File: src/rtl/lane_collision_engine.sv
// Multi-lane player/obstacle collision, level-relative scoring and life/respawn sequencing.
// Optional grace period after respawn is enabled by defining COLLIDE_INVULN_EN.
module lane_collision_engine #(
  parameter int NUM_LANES      = 6,
  parameter int W              = 10,
  parameter int LANE_X0        = 80,
  parameter int LANE_PITCH     = 80,
  parameter int LANE_W         = 40,
  parameter int HALF           = 20,
  parameter int FINISH_X       = 560,
  parameter int RESPAWN_CYCLES = 2,
  parameter int LIVES          = 3,
  parameter int INVULN_CYCLES  = 16
) (
  input  logic                   clk,
  input  logic                   reset,
  input  logic [NUM_LANES*W-1:0] bar_pos,
  input  logic [NUM_LANES*W-1:0] bar_op,
  input  logic [W-1:0]           player_h,
  input  logic [W-1:0]           player_v,
  input  logic [W-1:0]           level,
  output logic [W-1:0]           points,
  output logic                   reset_player,
  output logic [2:0]             lives,
  output logic                   level_up,
  output logic                   game_over,
  output logic [NUM_LANES-1:0]   hit_lane
);

  typedef enum logic [1:0] {S_RESPAWN, S_PLAY, S_OVER} state_t;

  localparam int             CW     = $clog2(RESPAWN_CYCLES + 1);
  localparam logic [W:0]     HALF_X = (W+1)'(HALF);
  localparam logic [W:0]     FIN_X  = (W+1)'(FINISH_X);
  localparam logic [CW-1:0]  RESP_N = CW'(RESPAWN_CYCLES);

  function automatic logic [W-1:0] sat_points(input logic [W-1:0] lvl, input logic [3:0] prog);
    logic [2*W-1:0] full;
    full = (2*W)'(lvl) * (2*W)'(NUM_LANES) + (2*W)'(prog);
    if (|full[2*W-1:W]) return '1;
    return full[W-1:0];
  endfunction

  state_t                 state_q, state_d;
  logic [CW-1:0]          cnt_q, cnt_d;
  logic [2:0]             lives_q, lives_d;
  logic [W-1:0]           points_q, points_d;
  logic [NUM_LANES-1:0]   hit_lane_q, hit_lane_d;
  logic                   level_up_q, level_up_d;

  logic [NUM_LANES-1:0]   hit_c, hit_p1_q, hit_eff;
  logic [3:0]             prog_c, prog_p1_q;
  logic [W-1:0]           lvl_p1_q;
  logic                   fin_c, fin_p1_q;

  // Stage 1: per-lane box overlap and lanes-cleared count, all in W+1 bits without subtraction
  always_comb begin
    logic [W:0] ph, pv, bp, bo, lx, rx;
    hit_c  = '0;
    prog_c = '0;
    ph     = {1'b0, player_h};
    pv     = {1'b0, player_v};
    bp     = '0;
    bo     = '0;
    lx     = '0;
    rx     = '0;
    for (int i = 0; i < NUM_LANES; i++) begin
      lx       = (W+1)'(LANE_X0 + i * LANE_PITCH);
      rx       = lx + (W+1)'(LANE_W);
      bp       = {1'b0, bar_pos[i*W +: W]};
      bo       = {1'b0, bar_op[i*W +: W]};
      hit_c[i] = (ph + HALF_X > lx) && (ph < rx + HALF_X) &&
                 (pv + HALF_X > bp) && (pv < bp + bo + HALF_X);
      if (ph >= rx + HALF_X) prog_c = prog_c + 4'd1;
    end
    fin_c = (ph > FIN_X);
  end

  always_ff @(posedge clk or posedge reset) begin
    if (reset) begin
      hit_p1_q  <= '0;
      prog_p1_q <= '0;
      lvl_p1_q  <= '0;
      fin_p1_q  <= 1'b0;
    end else begin
      // Hits seen while the player is parked are stale and must not reach the FSM
      hit_p1_q  <= (state_q == S_RESPAWN) ? '0 : hit_c;
      prog_p1_q <= prog_c;
      lvl_p1_q  <= level;
      fin_p1_q  <= fin_c;
    end
  end

`ifdef COLLIDE_INVULN_EN
  localparam int            IW    = $clog2(INVULN_CYCLES + 1);
  localparam logic [IW-1:0] INV_N = IW'(INVULN_CYCLES);
  logic [IW-1:0] inv_q, inv_d;

  always_ff @(posedge clk or posedge reset) begin
    if (reset) inv_q <= '0;
    else       inv_q <= inv_d;
  end

  assign hit_eff = (inv_q == '0) ? hit_p1_q : '0;
`else
  assign hit_eff = hit_p1_q;
`endif

  // Stage 2: game sequencing on the registered stage-1 results
  always_comb begin
    state_d    = state_q;
    cnt_d      = cnt_q;
    lives_d    = lives_q;
    points_d   = points_q;
    hit_lane_d = hit_lane_q;
    level_up_d = 1'b0;
`ifdef COLLIDE_INVULN_EN
    inv_d      = inv_q;
`endif
    case (state_q)
      S_RESPAWN: begin
        cnt_d = cnt_q - CW'(1);
        if (cnt_q <= CW'(1)) begin
          state_d = S_PLAY;
          cnt_d   = '0;
`ifdef COLLIDE_INVULN_EN
          inv_d   = INV_N;
`endif
        end
      end
      S_PLAY: begin
        points_d = sat_points(lvl_p1_q, prog_p1_q);
`ifdef COLLIDE_INVULN_EN
        if (inv_q != '0) inv_d = inv_q - IW'(1);
`endif
        if (|hit_eff) begin
          hit_lane_d = hit_eff;
          points_d   = '0;
          lives_d    = (lives_q != 3'd0) ? lives_q - 3'd1 : 3'd0;
          if (lives_q <= 3'd1) begin
            state_d = S_OVER;
          end else begin
            state_d = S_RESPAWN;
            cnt_d   = RESP_N;
          end
        end else if (fin_p1_q) begin
          level_up_d = 1'b1;
          points_d   = points_q;
          state_d    = S_RESPAWN;
          cnt_d      = RESP_N;
        end
      end
      S_OVER: begin
        points_d = '0;
      end
      default: begin
        state_d = S_RESPAWN;
        cnt_d   = RESP_N;
      end
    endcase
  end

  always_ff @(posedge clk or posedge reset) begin
    if (reset) begin
      state_q    <= S_RESPAWN;
      cnt_q      <= RESP_N;
      lives_q    <= 3'(LIVES);
      points_q   <= '0;
      hit_lane_q <= '0;
      level_up_q <= 1'b0;
    end else begin
      state_q    <= state_d;
      cnt_q      <= cnt_d;
      lives_q    <= lives_d;
      points_q   <= points_d;
      hit_lane_q <= hit_lane_d;
      level_up_q <= level_up_d;
    end
  end

  assign points       = points_q;
  assign lives        = lives_q;
  assign hit_lane     = hit_lane_q;
  assign level_up     = level_up_q;
  assign reset_player = (state_q != S_PLAY);
  assign game_over    = (state_q == S_OVER);

endmodule

File: config.mk
export PLATFORM = sky130hd
export DESIGN_NAME = lane_collision_engine
export DESIGN_NICKNAME = d
export VERILOG_FILES = /design/src/rtl/lane_collision_engine.sv
export SDC_FILE = /design/constraint.sdc
export NUM_CORES = 1
export LEC_CHECK = 0
export ABC_AREA = 1
export BUFFER_PORTS_ARGS = -buffer_cell sky130_fd_sc_hd__buf_2
export CORE_ASPECT_RATIO = 1.1
export CORE_MARGIN = 8
export CORE_UTILIZATION = 31
export DETAILED_ROUTE_END_ITERATION = 12
export HOLD_SLACK_MARGIN = 0.1
export PLACE_DENSITY = 0.54
export SYNTH_ARGS = -nofsm -noshare
export SYNTH_HDL_FRONTEND = slang
export SYNTH_SLANG_ARGS = --single-unit
File: constraint.sdc
create_clock -name clk -period 4.9 [get_ports clk]
set_input_delay 0.245 -clock clk [delete_from_list [all_inputs] [get_ports clk]]
set_output_delay 0.245 -clock clk [all_outputs]
set_load 0.05 [all_outputs]
==> flow_summary.ini <==
[detailed_routing]
wirelength_um = 26350
drc_errors = 0
drt-initial-drc-count = 409
final_antenna_net_count = 0
num_vias = 8829
first_pass_iters = 5
viasPerCell = 4.793
wl_per_cell_um = 14.30

[timing]
period_share_pct = 59.46
worstMarginPinSlew_ns = 1.071
drv_slew = 0
min_period_ns = 2.913
rsz0062_at_grt = no
setup_violations = 0
max_freq_mhz = 343.2
relSlewSlack_pct = 28.06
fin_skew_ns = 0.01098
tns_ns = 0
final-hold-violation-count = 0

[cells_and_area]
final_cell_mix = ha_1, nand2_1, inv_1
fin_nets = 1877
fin_cells = 1842
post-route-util_pct = 36.47
syn_to_final_growth_pct = 16.97
layout_commonest_cell = ha_1
drive_gt1_share_pct = 15.06

[worst_setup_path]
path_cells = buf_2, ha_1, nor2_4, nand2_1, nand2_1, and3_1, inv_1, ha_1, inv_1, nand2_1, nand3_2, or2_4, nand2_1, inv_1, ha_1, nand2_1, o21ai_2, ha_1, nand2_1, xor2_2
arrival_ns = 3.10
cp-start-kind = input pin
critPathCaptureType = flop
worst_path_most_repeated_cell = nand2_1
required_ns = 5.08
path_class = in2reg
slowest_stage = ha_1
crit_fanout = 4
max_stage_delay_ns = 0.32

[global_routing]
grt_max_degree = 46
grt_pass1_vias = 8715
overflow = 0
use_met1_pct = 18.02
antenna_found_initial = 1
groute.usage.overall_pct = 14.61
grt_busiest_layer = met2
gr-usage-met3_pct = 2.183
grt_pass1_wl_um = 42230
use_met2_pct = 27.05

[job]
max-cap-violations = 0

[yosys]
avgSynthCellArea_um2 = 7.142
synth_flop_cell = dfrtp_1
async_flop_share_pct = 100.0
syn_area_um2 = 9141
ys_seq_area_share_pct = 12.36
synth_warnings = 0
ys_types = 47
synth.top_cell.area_share_pct = 34.36
synth-seq-cells = 45
synth_top_cell_by_area = ha_1
synthTopCellsByArea = ha_1, dfrtp_1, nand2_1
synth_cells = 1280
syn_nets = 1691
synth_edf_count = 0

[cts]
cts_tree = built
clkTransAtPathRegs_ns = 0.07
cts.sinks = 45
ctsLongestPathBuffers = 2
clk_latency_ns = 0.30
cts_buffers = 5
cts_setup_buffers = 0
clock-root-buffer = clkbuf_16
htree_num_levels = 2

[floorplan]
core_um2 = 29320
die_area_um2 = 35250
start_util_pct = 31.18
ios = 174
dieWidth_um = 179.7
die_h_um = 196.1
row_count = 66

[placed_design]
gp_congestion = 0.8768
dp_cells = 1823
dpl.hpwl_um = 22580
numPortBuffers = 173

[worst_hold_path]
min_path_type = in2async

[pwr]
p_per_area_nw_per_um2 = 241.9
irDropWorstVdd_v = 0.0001364
total_power_mw = 2.587
leakagePower_nw = 6.008

[status]
outcome = finished, final reports clean
critical path: cells and delay by family:
kind	cells	cell delay, ns
simple gates	10	1.22
fa+ha+maj	4	1.05
buf+inv	4	0.29
xor+xnor	1	0.19
compound gates	1	0.09
registers in the layout, indices dropped and copies added (netlist names):
register	flops
points	10
hit_lane	6
cnt_q	2
fin_p1_q	1
state_q	2
lvl_p1_q	10
prog_p1_q	4
hit_eff	6
lives	3
level_up	1
what timing repair did:
| action | CTS | global route |
|---|---|---|
| gates resized for setup | 0 | 0 |
| endpoints found under the hold margin | 10 | 0 |
| endpoints found under the setup margin | 0 | 0 |
| hold buffers | 10 | 0 |
cell type report:
cell class / instances / area [um2]
fillers: 3146 / 18620
multi-input cells: 996 / 7098
flip-flops and latches: 45 / 1130
repair buffers: 183 / 965.9
inverters: 235 / 882.1
well taps: 374 / 467.9
clock buffers: 5 / 125.1
clock inverters: 3 / 21.27
diodes: 1 / 2.502
power breakdown:
part | internal, mW | total, mW | switching [mW] | leakage [nW]
combinational | 0.625 | 1.72 | 1.10 | 5.37
sequential | 0.463 | 0.513 | 0.0500 | 0.564
clock | 0.190 | 0.350 | 0.160 | 0.0702
path summary, 6_finish.rpt:
kind / from / endpoint / slack, ns / cells after the start
min reg2reg: points[8] / points[8] / 0.48 / 2
max in group asynchronous: reset / lvl_p1_q[7] / 4.09 / 2
min: reset / lives[2] / 0.19 / 2
max: player_h[2] / prog_p1_q[2] / 1.99 / 20
max reg2reg: lvl_p1_q[1] / points[5] / 2.09 / 16
min in group clk: player_h[9] / fin_p1_q / 0.31 / 3
stage by stage:
step	cell area, um2	hold slack, ns	setup WS (ns)
5_1_grt	10690	0.2845	1.822
4_1_cts	10690	0.2324	2.005
6_report	10690	0.1921	1.987
3_3_place_gp	10440	0.3551	1.763
2_1_floorplan	9141	0.2764	2.092
3_5_place_dp	10440	0.3543	1.683
cell usage after synthesis (5+ instances only):
master	number
xor2_1	39
inv_2	6
o211ai_1	8
nand2_1	250
nor2_1	68
nor3_1	21
fa_1	8
o21ai_0	55
ha_1	251
a211oi_1	6
o2111ai_1	5
nand4_1	34
o21a_1	8
inv_1	229
dfrtp_1	42
xnor2_1	20
a21oi_1	120
nand3_1	53
nand2_2	8
routing by layer:
layer / vias up / part of all wire (%)
li1: 4665 / -
met3: 13 / 4.1
met2: 198 / 49
met5: - / 0.049
met1: 3951 / 46
met4: 2 / 0.68
logic make-up (layout without fill, tap and decap cells):
logic type      Yosys count  after routing  share of synthesized area, %
xor+xnor                 60             60                         5.831
buf+inv                 239            426                         9.992
other cells               0              1                             0
flops                    45             45                         12.36
simple gates            453            453                         21.82
fa+ha+maj               259            259                         36.11
compound gates          224            224                         13.89
Power figures use the tool's default switching activity.
